$ cat config.mk
export PLATFORM = sky130hd
export DESIGN_NAME = fpmul_share_ctrl
export DESIGN_NICKNAME = d
export VERILOG_FILES = /design/src/rtl/fp_pkg.sv /design/src/rtl/rr_arbiter.sv /design/src/rtl/fpmul_share_ctrl.sv
export SDC_FILE = /design/constraint.sdc
export NUM_CORES = 1
export LEC_CHECK = 0
export BUFFER_PORTS_ARGS = -buffer_cell sky130_fd_sc_hd__buf_4
export CAP_MARGIN = 10
export CORE_AREA = 2 2 304 306
export DETAILED_ROUTE_END_ITERATION = 10
export DIE_AREA = 0 0 306 308
export GPL_TIMING_DRIVEN = 0
export PLACE_DENSITY = 0.46
export RECOVER_POWER = 50
export SETUP_SLACK_MARGIN = 0.05
export SYNTH_ARGS = -nofsm -noshare
export SYNTH_HDL_FRONTEND = slang
export SYNTH_SLANG_ARGS = --single-unit
$ cat constraint.sdc
create_clock -name clk -period 6 [get_ports clk]
set_clock_uncertainty 0.05 [all_clocks]
set_input_delay 0.3 -clock clk [delete_from_list [all_inputs] [get_ports clk]]
set_output_delay 0.3 -clock clk [all_outputs]
set_load 0.02 [all_outputs]
$ cat src/rtl/fp_pkg.sv
// Shared double-precision constants and a width helper for the multiplier-sharing logic.
package fp_pkg;

  localparam int unsigned FP_W = 64;
  localparam logic [FP_W-1:0] FP_ONE = 64'h3FF0_0000_0000_0000;

  // Index width for a set of n items; never below one bit.
  function automatic int unsigned tag_w(input int unsigned n);
    return (n > 1) ? $clog2(n) : 1;
  endfunction

endpackage

$ cat src/rtl/rr_arbiter.sv
// Combinational round-robin arbiter: first requester at or after ptr wins.
module rr_arbiter
  import fp_pkg::*;
#(
  parameter int unsigned N  = 4,
  parameter int unsigned PW = tag_w(N)
) (
  input  logic [N-1:0]  req,
  input  logic [PW-1:0] ptr,
  input  logic          en,
  output logic [N-1:0]  gnt,
  output logic [PW-1:0] next_ptr
);

  logic [PW-1:0] idx;
  logic          found;

  always_comb begin
    gnt      = '0;
    next_ptr = ptr;
    found    = 1'b0;
    idx      = '0;
    for (int unsigned k = 0; k < N; k++) begin
      idx = PW'((32'(ptr) + k) % N);
      if (en && !found && req[idx]) begin
        found    = 1'b1;
        gnt[idx] = 1'b1;
        next_ptr = PW'((32'(idx) + 1) % N);
      end
    end
  end

endmodule

$ cat src/rtl/fpmul_share_ctrl.sv
// Shares one AXI-stream double multiplier among N_REQ requesters.
// Round-robin issue through a single slot; results are routed back in issue order via a tag FIFO.
module fpmul_share_ctrl
  import fp_pkg::*;
#(
  parameter int unsigned N_REQ        = 4,
  parameter int unsigned DATA_W       = FP_W,
  parameter int unsigned MAX_INFLIGHT = 16
) (
  input  logic                    clk,
  input  logic                    rst_n,
  input  logic [N_REQ-1:0]        req,
  input  logic [N_REQ*DATA_W-1:0] req_a,
  input  logic [N_REQ*DATA_W-1:0] req_b,
  output logic [N_REQ-1:0]        gnt,
  output logic [N_REQ-1:0]        res_vld,
  output logic [DATA_W-1:0]       res_data,
  output logic                    mul_a_tvalid,
  output logic                    mul_b_tvalid,
  output logic [DATA_W-1:0]       mul_a_tdata,
  output logic [DATA_W-1:0]       mul_b_tdata,
  input  logic                    mul_a_tready,
  input  logic                    mul_b_tready,
  input  logic                    mul_res_tvalid,
  input  logic [DATA_W-1:0]       mul_res_tdata,
  output logic                    mul_res_tready,
  output logic                    busy,
  output logic                    err_orphan
);

  localparam int unsigned TAG_W = tag_w(N_REQ);
  localparam int unsigned PTR_W = tag_w(MAX_INFLIGHT);
  localparam int unsigned CNT_W = $clog2(MAX_INFLIGHT + 1);

  logic                slot_v_q, slot_v_d;
  logic [DATA_W-1:0]   slot_a_q, slot_a_d, slot_b_q, slot_b_d;
  logic [CNT_W-1:0]    credits_q, credits_d;
  logic [TAG_W-1:0]    rr_ptr_q, rr_ptr_d;
  logic [PTR_W-1:0]    wr_ptr_q, wr_ptr_d, rd_ptr_q, rd_ptr_d;
  logic [CNT_W-1:0]    cnt_q, cnt_d;
  logic [TAG_W-1:0]    fifo_mem_q [MAX_INFLIGHT];
  logic [N_REQ-1:0]    res_vld_q, res_vld_d;
  logic [DATA_W-1:0]   res_data_q, res_data_d;
  logic                err_q, err_d;

  logic                accept, load, pop, arb_en;
  logic [N_REQ-1:0]    arb_gnt;
  logic [TAG_W-1:0]    arb_next, win_tag;
  logic [DATA_W-1:0]   win_a, win_b;

  assign accept = slot_v_q & mul_a_tready & mul_b_tready;
  // Grants are suppressed while reset is held so gnt reads zero in reset.
  assign arb_en = rst_n & (credits_q != '0) & (~slot_v_q | accept);
  assign load   = |arb_gnt;
  assign pop    = mul_res_tvalid & (cnt_q != '0);

  rr_arbiter #(.N(N_REQ), .PW(TAG_W)) u_arb (
    .req      (req),
    .ptr      (rr_ptr_q),
    .en       (arb_en),
    .gnt      (arb_gnt),
    .next_ptr (arb_next)
  );

  // Encode the one-hot grant into a tag and select the winner's operands.
  always_comb begin
    win_tag = '0;
    win_a   = '0;
    win_b   = '0;
    for (int unsigned i = 0; i < N_REQ; i++) begin
      if (arb_gnt[i]) begin
        win_tag = TAG_W'(i);
        win_a   = req_a[i*DATA_W +: DATA_W];
        win_b   = req_b[i*DATA_W +: DATA_W];
      end
    end
  end

  always_comb begin
    slot_v_d   = slot_v_q;
    slot_a_d   = slot_a_q;
    slot_b_d   = slot_b_q;
    credits_d  = credits_q;
    cnt_d      = cnt_q;
    rr_ptr_d   = rr_ptr_q;
    wr_ptr_d   = wr_ptr_q + PTR_W'(load);
    rd_ptr_d   = rd_ptr_q + PTR_W'(pop);
    res_vld_d  = '0;
    res_data_d = res_data_q;
    err_d      = err_q | (mul_res_tvalid & (cnt_q == '0));

    if (load) begin
      slot_v_d = 1'b1;
      slot_a_d = win_a;
      slot_b_d = win_b;
      rr_ptr_d = arb_next;
    end else if (accept) begin
      slot_v_d = 1'b0;
    end

    // Credits and FIFO occupancy move in opposite directions on push/pop.
    case ({load, pop})
      2'b10: begin
        credits_d = credits_q - CNT_W'(1);
        cnt_d     = cnt_q + CNT_W'(1);
      end
      2'b01: begin
        credits_d = credits_q + CNT_W'(1);
        cnt_d     = cnt_q - CNT_W'(1);
      end
      default: ;
    endcase

    if (pop) begin
      res_vld_d[fifo_mem_q[rd_ptr_q]] = 1'b1;
      res_data_d                      = mul_res_tdata;
    end
  end

  always_ff @(posedge clk or negedge rst_n) begin
    if (!rst_n) begin
      slot_v_q   <= 1'b0;
      slot_a_q   <= '0;
      slot_b_q   <= '0;
      credits_q  <= CNT_W'(MAX_INFLIGHT);
      cnt_q      <= '0;
      rr_ptr_q   <= '0;
      wr_ptr_q   <= '0;
      rd_ptr_q   <= '0;
      res_vld_q  <= '0;
      res_data_q <= '0;
      err_q      <= 1'b0;
    end else begin
      slot_v_q   <= slot_v_d;
      slot_a_q   <= slot_a_d;
      slot_b_q   <= slot_b_d;
      credits_q  <= credits_d;
      cnt_q      <= cnt_d;
      rr_ptr_q   <= rr_ptr_d;
      wr_ptr_q   <= wr_ptr_d;
      rd_ptr_q   <= rd_ptr_d;
      res_vld_q  <= res_vld_d;
      res_data_q <= res_data_d;
      err_q      <= err_d;
    end
  end

  // Tag storage needs no reset: occupancy is tracked by the pointers and count.
  always_ff @(posedge clk) begin
    if (load) fifo_mem_q[wr_ptr_q] <= win_tag;
  end

  assign gnt            = arb_gnt;
  assign res_vld        = res_vld_q;
  assign res_data       = res_data_q;
  assign mul_a_tvalid   = slot_v_q;
  assign mul_b_tvalid   = slot_v_q;
  assign mul_a_tdata    = slot_a_q;
  assign mul_b_tdata    = slot_b_q;
  assign mul_res_tready = 1'b1;
  assign busy           = (credits_q != CNT_W'(MAX_INFLIGHT)) | slot_v_q;
  assign err_orphan     = err_q;

endmodule

* Yosys cells after proc, flatten, opt, wreduce, memory -nomap -nowiden
Memory sizes are Yosys's and may differ from the RTL's.
Cells that the tools add are included.
** Operators by class
- $add $sub $neg :: 12
- Order comparisons :: 10
- Equal/unequal tests :: 3
- Multiplexer cells :: 47
- Bitwise logic cells :: 13
- Reductions and logical operators :: 23
** Operator list (number)
- $mux 64 :: 8
- $mux 4 :: 5
- $pmux 5 s2 :: 2
- $mux 1 :: 17
- $lt 2x3->1 const B :: 5
- $logic_and 1x1->1 :: 12
- $mux 2 :: 6
- $or 4x4->4 :: 3
- $add 5x1->5 const B :: 2
- $demux 1 s2 :: 5
- $ge 2x1->1 const B :: 5
- $reduce_bool 5->1 :: 2
- $sub 5x1->5 const B :: 2
- $add 2x1->2 const B :: 4
- $add 4x1->4 :: 2
- $bmux 1 s2 :: 4
- $and 1x1->1 :: 6
- $logic_not 5->1 :: 1
- $ne 5x5->1 const B :: 1
- $add 2x2->2 const B :: 2
- $reduce_bool 2->1 :: 2
- $reduce_bool 4->1 :: 1
- $reduce_or 4->1 :: 1
- $logic_not 1->1 :: 3
- 5 further kinds :: 7
** Storage, ports and cells
- Register bits :: 218
- Bits in writable memories :: 32
- Output and inout port bits :: 205
- Memories :: 1
** Memory list
- fifo_mem_q :: depth 16, width 2, read ports 1, clocked after memory_dff 0, wr ports 1, RTL line fpmul_share_ctrl.sv:41 : logic [TAG_W-1:0] fifo_mem_q [MAX_INFLIGHT];

* Longest topological paths before layout
Gate-level depths: netlist of run 1.
- Depth after elaboration :: 22
- Depth in mapped cells :: 20
- Mapped depth without buffers :: 17

* Cells and area by module
Synthesis of run 1 repeated with hierarchy kept, for this count alone.
** Second synthesis, totals
- Cell total of the unflattened synthesis :: 1385
- Area, all modules :: 13514.2 µm²
** Modules (own cells, without submodules)
- fpmul_share_ctrl :: times used 1, cells an instance 1339, area an instance 13061.3 µm², seq. area each 6417.4 µm²
- rr_arbiter :: times used 1, cells an instance 46, area an instance 452.9 µm², seq. area each 0.0 µm²

* Worst setup path after synthesis of run 1
No wires, ideal clock.
- Path type :: register -> register
- Start point :: reg rr_ptr_q[0]
- End point :: reg cnt_q[4]
- Setup time :: 0.126 ns
- Arrival time :: 4.671 ns
- Slack :: 1.153 ns
- Stages on the path, launching flop included :: 21
- Path buffers :: 3
- Clock period less this slack :: 4.847 ns
- Path through :: dfrtp_1 > buf_6 > inv_1 > ha_1 > mux4_2 > nand3b_1 > a21oi_1 > a221oi_2 > nand2_1 > nor3_2 > clkbuf_1 > ha_1 > buf_1 > xor2_1 > ha_1 > o21ai_0 > a21oi_1 > a21oi_1 > xnor2_1 > nor2_1 > xor2_1
** Between the ends
- Cells in the longest elaborated chain, start to end :: 19
- Elaborated cells on any way between the ends :: 56
- Classes of those cells :: 3 x add/sub; 8 x order compare; 2 x eq/ne; 24 x mux; 3 x bitwise; 16 x reduce/logical
** RTL lines
- start, declared :: RTL line fpmul_share_ctrl.sv:38 : logic [TAG_W-1:0] rr_ptr_q, rr_ptr_d;
- start signal, assigned :: RTL line fpmul_share_ctrl.sv:139 : rr_ptr_q <= rr_ptr_d;
- branches (longest 15 deep; another with $lt 2x3->1)
- $mux 4 (*) :: RTL line rr_arbiter.sv:25 : if (en && !found && req[idx]) begin
- $reduce_or 4->1 (*) :: RTL line fpmul_share_ctrl.sv:54 : assign load = |arb_gnt;
- $eq 2x1->1 / $eq 2x2->1 (equally long branches) :: RTL line fpmul_share_ctrl.sv:102 : case ({load, pop})
- $pmux 5 s2 / $reduce_bool 2->1 (equally long branches)
- end signal, assigned :: RTL line fpmul_share_ctrl.sv:138 : cnt_q <= cnt_d;
- end, declared :: RTL line fpmul_share_ctrl.sv:40 : logic [CNT_W-1:0] cnt_q, cnt_d;
Every way passes the cells marked *. The select of a mux whose other input is x is not followed.
A chain may end at the register's enable or synchronous reset.

* Final worst setup path of run 1
Ends and elaborated chain as after synthesis.

==> flow_metrics.py, run 1 <==
metrics = {
    "critical_path": {
        "crit_path_top_delay_cell": "mux4_2",
        "crit_required_ps": 6380,
        "arrival_ps": 5660,
        "worst-setup-path-type": "flop to flop",
        "worstSetupEndpointType": "flop",
        "cp_top_family": "compound AO/OA/AOI/OAI gates",
        "cp-start-kind": "flop",
        "critPathMaxFanout": 17,
        "cp_num_buf_inv": 4,
        "max_stage_delay_ps": 650,
        "crit_chain": "buf_6 -> inv_1 -> ha_1 -> mux4_2 -> nand3b_1 -> a21oi_1 -> a221oi_4 -> nand2_4 -> nor3_4 -> clkbuf_4 -> ha_1 -> clkbuf_2 -> xor2_1 -> ha_1 -> o21ai_0 -> a21oi_1 -> a21oi_1 -> xnor2_1 -> nor2_1 -> xor2_1",
    },
    "yosys": {
        "synth_area_per_cell_um2": 9.20,
        "synthCells": 1519,
        "yosys_warnings": 0,
        "synth_edf_count": 32,
        "netlist_area_um2": 14000,
        "yosys_most_used_dff": "dfrtp_1",
        "synth_nets": 2122,
        "synth_seq_area_share": 0.459,
        "synth_seq_cells": 250,
        "synth_cell_types": 47,
        "async_flop_share": 0.872,
    },
    "finish": {
        "stdcell_area_um2": 24000,
        "layout_commonest_cell": "buf_4",
        "nNetsFinal": 3132,
        "final.fill_count": 10000,
        "mostFrequentLayoutCells": "buf_4, clkbuf_1, dfrtp_1",
        "drive_above_1_share": 0.314,
        "fin_cells": 3752,
        "area_growth_pct": 71.7,
    },
    "clock_tree": {
        "path_clk_slew_ps": 60,
        "cts.sinks": 250,
        "cts_tree": "built",
        "cts_max_level": 2,
        "cts_root_buf": "clkbuf_16",
        "clk_latency_ps": 550,
        "cts_made_buffers": 35,
        "cts_buffer_depth": 3,
    },
    "die": {
        "start_util": 0.154,
        "die_area_um2": 94200,
        "die_y_um": 308,
        "std_cell_rows": 111,
        "coreArea_um2": 91000,
        "die_x_um": 306,
        "io_pins": 790,
    },
    "timing": {
        "timing_hold_violations_final": 0,
        "setup-violations-final": 0,
        "rsz0062_at_grt": "false",
        "layout_setup_ws_ps": 718,
        "holdWs_ps": 34.2,
        "report.final.slew_viol_count": 96,
        "tightest_slew_ps": 2790,
        "max_freq_mhz": 189,
        "max_slew_margin": -0.862,
        "min_period_ps": 5280,
        "fin_crit_sh": 0.880,
    },
    "power": {
        "total_leakage_power_nw": 10.9,
        "ir_drop_v": 0.000187,
        "p_total_mw": 11.4,
        "power_density_nw_per_um2": 474,
    },
    "placement": {
        "dp_hpwl_um": 63800,
        "preCtsSetupSlack_ps": -793,
        "portBuffers": 788,
        "placed_area_um2": 21500,
        "dpl.cell_count": 3498,
        "place.gp.congestion": 0.899,
    },
    "detailed_routing": {
        "drt_wl_total_um": 80700,
        "ant_nets": 0,
        "routedWlPerCell_um": 21.5,
        "viasPerCell": 4.25,
        "via_count": 15900,
        "drc": 0,
        "drt_iter0_drc": 1146,
        "first_pass_iters": 7,
    },
    "global_routing": {
        "track_usage": 0.163,
        "grt_pass1_wl_um": 113000,
        "grt_max_degree": 96,
        "grt_antenna_before_repair": 21,
        "grt_pass1_vias": 16600,
        "grt_overflow": 0,
    },
    "flow_run": {
        "timing.max_cap.violations": 1,
    },
    "hold_path": {
        "hold_path_class": "input pin to flop",
    },
    "status": {
        "violations": "capacitance limit, slew limit",
        "status": "complete, but fails checks",
    },
}
[where the power goes]
group | switching, mW | total [mW] | internal (mW)
combinational | 3.80 | 6.32 | 2.52
sequential | 0.433 | 2.90 | 2.47
clock | 0.892 | 2.16 | 1.27
total | 5.12 | 11.4 | 6.26
[registers in the layout (all words and copies together), names as in the netlist]
signal and cells:
cnt_q 5, credits_q 5, err_orphan 1, fifo_mem_q 32, mul_a_tdata 64, mul_a_tvalid 1, mul_b_tdata 64, rd_ptr_q 4
res_data 64, res_vld 4, rr_ptr_q 2, wr_ptr_q 4
[synth_stat cells (4+ instances only)]
cell / count / area share
o21ai_0: 136 / 0.049
inv_2: 4 / 0.0011
nand2_1: 207 / 0.056
xnor2_1: 13 / 0.0081
buf_6: 4 / 0.0032
edfxtp_1: 32 / 0.069
clkbuf_1: 78 / 0.021
inv_1: 139 / 0.037
mux4_2: 14 / 0.023
nand2b_1: 131 / 0.059
nor3_1: 6 / 0.0021
dfrtp_1: 217 / 0.39
nand3_1: 132 / 0.047
o2111ai_1: 128 / 0.080
a221oi_2: 4 / 0.0043
buf_4: 6 / 0.0032
ha_1: 18 / 0.016
nor2_1: 22 / 0.0059
buf_2: 40 / 0.014
a21oi_1: 10 / 0.0036
a22o_1: 129 / 0.081
buf_1: 5 / 0.0013
xor2_1: 6 / 0.0038
nand3b_1: 7 / 0.0038
[worst min-delay path: cells and delay by family]
kind / cells / cell delay, ps
simple gates: 1 / 90
compound gates: 1 / 120
buf+inv: 1 / 70
[kinds of logic (layout without fill, tap and decap cells)]
kind of cell    Yosys count  in the layout  share of synthesized area
compound gates          419            419                      0.224
simple gates            518            518                      0.182
flops                   250            250                      0.459
fa+ha+maj                18             18                     0.0161
xor+xnor                 19             19                     0.0119
other cells               1             12                   0.000268
mux                      16             16                     0.0242
buf+inv                 278           1314                     0.0822
[final timing paths]
check / endpoint / slack [ps] / cells after the start / start
min reg2reg: err_orphan / 410 / 1 / err_orphan
max in group asynchronous: mul_a_tdata[28] / 2690 / 3 / rst_n
min: mul_a_tdata[24] / 30 / 3 / req_a[216]
max reg2reg: cnt_q[4] / 720 / 20 / rr_ptr_q[0]
max: cnt_q[4] / 720 / 20 / rr_ptr_q[0]
min in group asynchronous: mul_a_tdata[14] / 180 / 2 / rst_n
[final cells by class]
type,count,area (um2),area share
Clock inverter,15,204,0.00850
Antenna cell,11,27.5,0.00115
Tap cell,1186,1480,0.0618
Multi-Input combinational cell,991,6450,0.269
Sequential cell,250,6420,0.267
Inverter,143,537,0.0224
Buffer,135,619,0.0258
Timing Repair Buffer,973,7290,0.304
Clock buffer,48,965,0.0402
[repair_timing]
action,in CTS,in global routing
cloned,0,0
setup endpoints to repair,8,5
setup buffers,0,1
hold endpoints to repair,215,0
hold buffers,179,0
gates resized for setup,5,4
[layer usage]
layer / vias to the layer above / GRT usage / wire, um
met1: 7652 / 0.205 / 33800
met2: 670 / 0.268 / 38400
met3: 137 / 0.0370 / 5420
li1: 7465 / - / -
met4: 10 / 0.0654 / 3040
met5: - / 0 / 69
[per-stage QoR]
stage / utilization / TNS [ps]
6_report: 0.264 / 0
2_1_floorplan: - / 0
5_1_grt: 0.264 / 0
4_1_cts: 0.269 / 0
3_5_place_dp: 0.236 / -4110
3_3_place_gp: 0.235 / -73240
No activity file was read; power rests on OpenSTA's default activity.
==> inputs of run 2 (changes only) <==
Settings changed: CELL_PAD_IN_SITES_DETAIL_PLACEMENT set to 1, CELL_PAD_IN_SITES_GLOBAL_PLACEMENT set to 1, CORE_AREA 2 2 304 306 to 2 2 310 312, DIE_AREA 0 0 306 308 to 0 0 312 314, PLACE_DENSITY 0.46 to 0.55.
==> run 2 against run 1 <==
Compared with the run above: the flow still finishes with violations (capacitance limit, slew limit); maximum frequency is 2.6% lower; flip-flop and latch count stayed put; clock power hardly changed; hold slack worse by 4.7 ps; setup slack worse by 140 ps; register-to-register slack worse by 140 ps; die area is 3.9% higher; largest cell class unchanged; largest power group unchanged.
==> flow_metrics.py, run 2 (same netlist as run 1, synthesis figures left out) <==
metrics = {
    "status": {
        "status": "complete, but fails checks",
        "violations": "capacitance limit, slew limit",
    },
    "finish": {
        "area_growth_pct": 72.1,
        "mostFrequentLayoutCells": "buf_4, clkbuf_1, dfrtp_1",
        "final.fill_count": 11300,
        "layout_commonest_cell": "buf_4",
        "final_core_util": 0.255,
        "drive_above_1_share": 0.313,
        "nNetsFinal": 3130,
    },
    "clock_tree": {
        "path_clk_slew_ps": 60,
        "clk_latency_ps": 550,
        "cts_made_buffers": 36,
        "cts_buffer_depth": 3,
        "cts_max_level": 2,
        "cts.sinks": 250,
        "cts_root_buf": "clkbuf_16",
        "cts_tree": "built",
    },
    "detailed_routing": {
        "viasPerCell": 4.24,
        "drt_wl_total_um": 89000,
        "met2_length_um": 44900,
        "wl_met1_um": 34200,
        "ant_nets": 0,
        "met3_length_um": 7030,
        "via_count": 16200,
        "first_pass_iters": 5,
        "drt_iter0_drc": 827,
        "dr.max_layer_used": "met5",
        "routedWlPerCell_um": 23.2,
        "drc": 0,
    },
    "global_routing": {
        "grt_pass1_vias": 17800,
        "track_usage": 0.174,
        "grt_pass1_wl_um": 126000,
        "grt_max_degree": 99,
        "grt_overflow": 0,
        "grt_antenna_before_repair": 21,
    },
    "timing": {
        "setup-violations-final": 0,
        "tightest_slew_ps": 2780,
        "max_slew_margin": -0.855,
        "fin_tns_setup_ps": 0,
        "max_freq_mhz": 184,
        "rsz0062_at_grt": "false",
        "timing_hold_violations_final": 0,
        "fin_crit_sh": 0.904,
        "holdWs_ps": 29.6,
        "report.final.slew_viol_count": 93,
        "min_period_ps": 5420,
    },
    "die": {
        "start_util": 0.148,
        "die_y_um": 314,
        "die_area_um2": 98000,
        "std_cell_rows": 113,
        "die_x_um": 312,
        "io_pins": 790,
        "coreArea_um2": 94400,
    },
    "critical_path": {
        "worstSetupEndpointType": "flop",
        "timing.rr.end": "cnt_q[4]",
        "cp_num_buf_inv": 4,
        "critPathMaxFanout": 17,
        "cp-start-kind": "flop",
        "crit_path_top_delay_cell": "mux4_2",
        "reg2regPathDepth": 20,
        "rr_startpoint": "rr_ptr_q[0]",
        "worst-setup-path-type": "flop to flop",
        "cp_top_family": "simple AND/OR/NAND/NOR gates",
        "max_stage_delay_ps": 650,
        "cp_num_cells": 20,
        "arrival_ps": 5810,
        "r2r_slack_ps": 580,
        "crit_required_ps": 6390,
        "crit_chain": "buf_6 -> inv_1 -> ha_1 -> mux4_2 -> nand3b_1 -> a21oi_1 -> a221oi_4 -> nand2_2 -> nor3_4 -> clkbuf_4 -> ha_1 -> buf_2 -> xor2_1 -> ha_1 -> o21ai_0 -> a21oi_1 -> a21oi_1 -> xnor2_1 -> nor2_1 -> xor2_1",
    },
    "power": {
        "ir_drop_v": 0.000190,
        "p_total_mw": 11.5,
        "power_density_nw_per_um2": 480,
        "total_leakage_power_nw": 10.9,
    },
    "flow_run": {
        "timing.max_cap.violations": 1,
    },
    "hold_path": {
        "whs_path_depth": 3,
        "holdPathEnd": "mul_a_tdata[40]",
        "hold_path_class": "input pin to flop",
        "worstHoldStart": "req_a[232]",
    },
    "placement": {
        "place.gp.congestion": 0.919,
        "dp_hpwl_um": 70500,
        "portBuffers": 788,
    },
}
-- run 2: changes by cell type in the layout (fill, tap and decap cells not counted), sizes merged --
cell,previous run,this run
clkbuf,263,262
dlygate4sd3,179,176
diode,11,12
inv,144,143
clkinv,10,12
clkinvlp,1,2
-- run 2: power by group --
part,switching (mW),internal [mW]
Combinational,3.92,2.53
Clock,0.905,1.27
Sequential,0.450,2.47
-- run 2: area by class of cell --
type | instances | area (um2) | area share
multi-input combinational | 991 | 6440 | 0.268
sequential | 250 | 6420 | 0.267
tap | 1265 | 1580 | 0.0658
clock buffer | 47 | 962 | 0.0400
clock inverter | 17 | 200 | 0.00832
buffer | 135 | 618 | 0.0257
antenna | 12 | 30.0 | 0.00125
timing repair buffer | 970 | 7270 | 0.302
inverter | 143 | 537 | 0.0223
-- run 2: worst max-delay path by stage --
stage	start	endpoint	slack, ps
after floorplan	rr_ptr_q[0]	cnt_q[4]	1150
after global placement	rst_n	cnt_q[4]	-1890
after detailed placement	rr_ptr_q[0]	cnt_q[4]	-840
after CTS	rr_ptr_q[0]	cnt_q[4]	240
after global routing	rr_ptr_q[1]	cnt_q[4]	120
final	rr_ptr_q[0]	cnt_q[4]	580
-- run 2: through the flow --
stage	instances	setup slack (ps)	instance area, um2
global placement	3572	-1890	21500
detailed placement	3576	-843	21600
CTS	3816	245	24500
floorplan	1519	1150	14000
finish	3830	575	24100
global route	3825	116	24000
-- run 2: worst register-to-register path, cell delays in order, from the launching register on --
cell and delay, ps:
dfrtp_1 460, buf_6 170, inv_1 90, ha_1 380, mux4_2 650, nand3b_1 130
a21oi_1 100, a221oi_4 450, nand2_2 330, nor3_4 390, clkbuf_4 370, ha_1 320
buf_2 290, xor2_1 180, ha_1 210, o21ai_0 90, a21oi_1 180, a21oi_1 100
xnor2_1 140, nor2_1 70, xor2_1 160
-- run 2: what timing repair did --
action / CTS / global route
hold buffers: 176 / 0
setup endpoints to repair: 8 / 2
hold endpoints to repair: 245 / 0
resized for setup: 6 / 2
setup buffers: 0 / 1
-- run 2: layer usage --
layer | track usage | vias to the layer above
met3 | 0.0565 | 138
met1 | 0.196 | 7979
li1 | - | 7461
met4 | 0.0532 | 20
met2 | 0.313 | 648
met5 | 0 | -
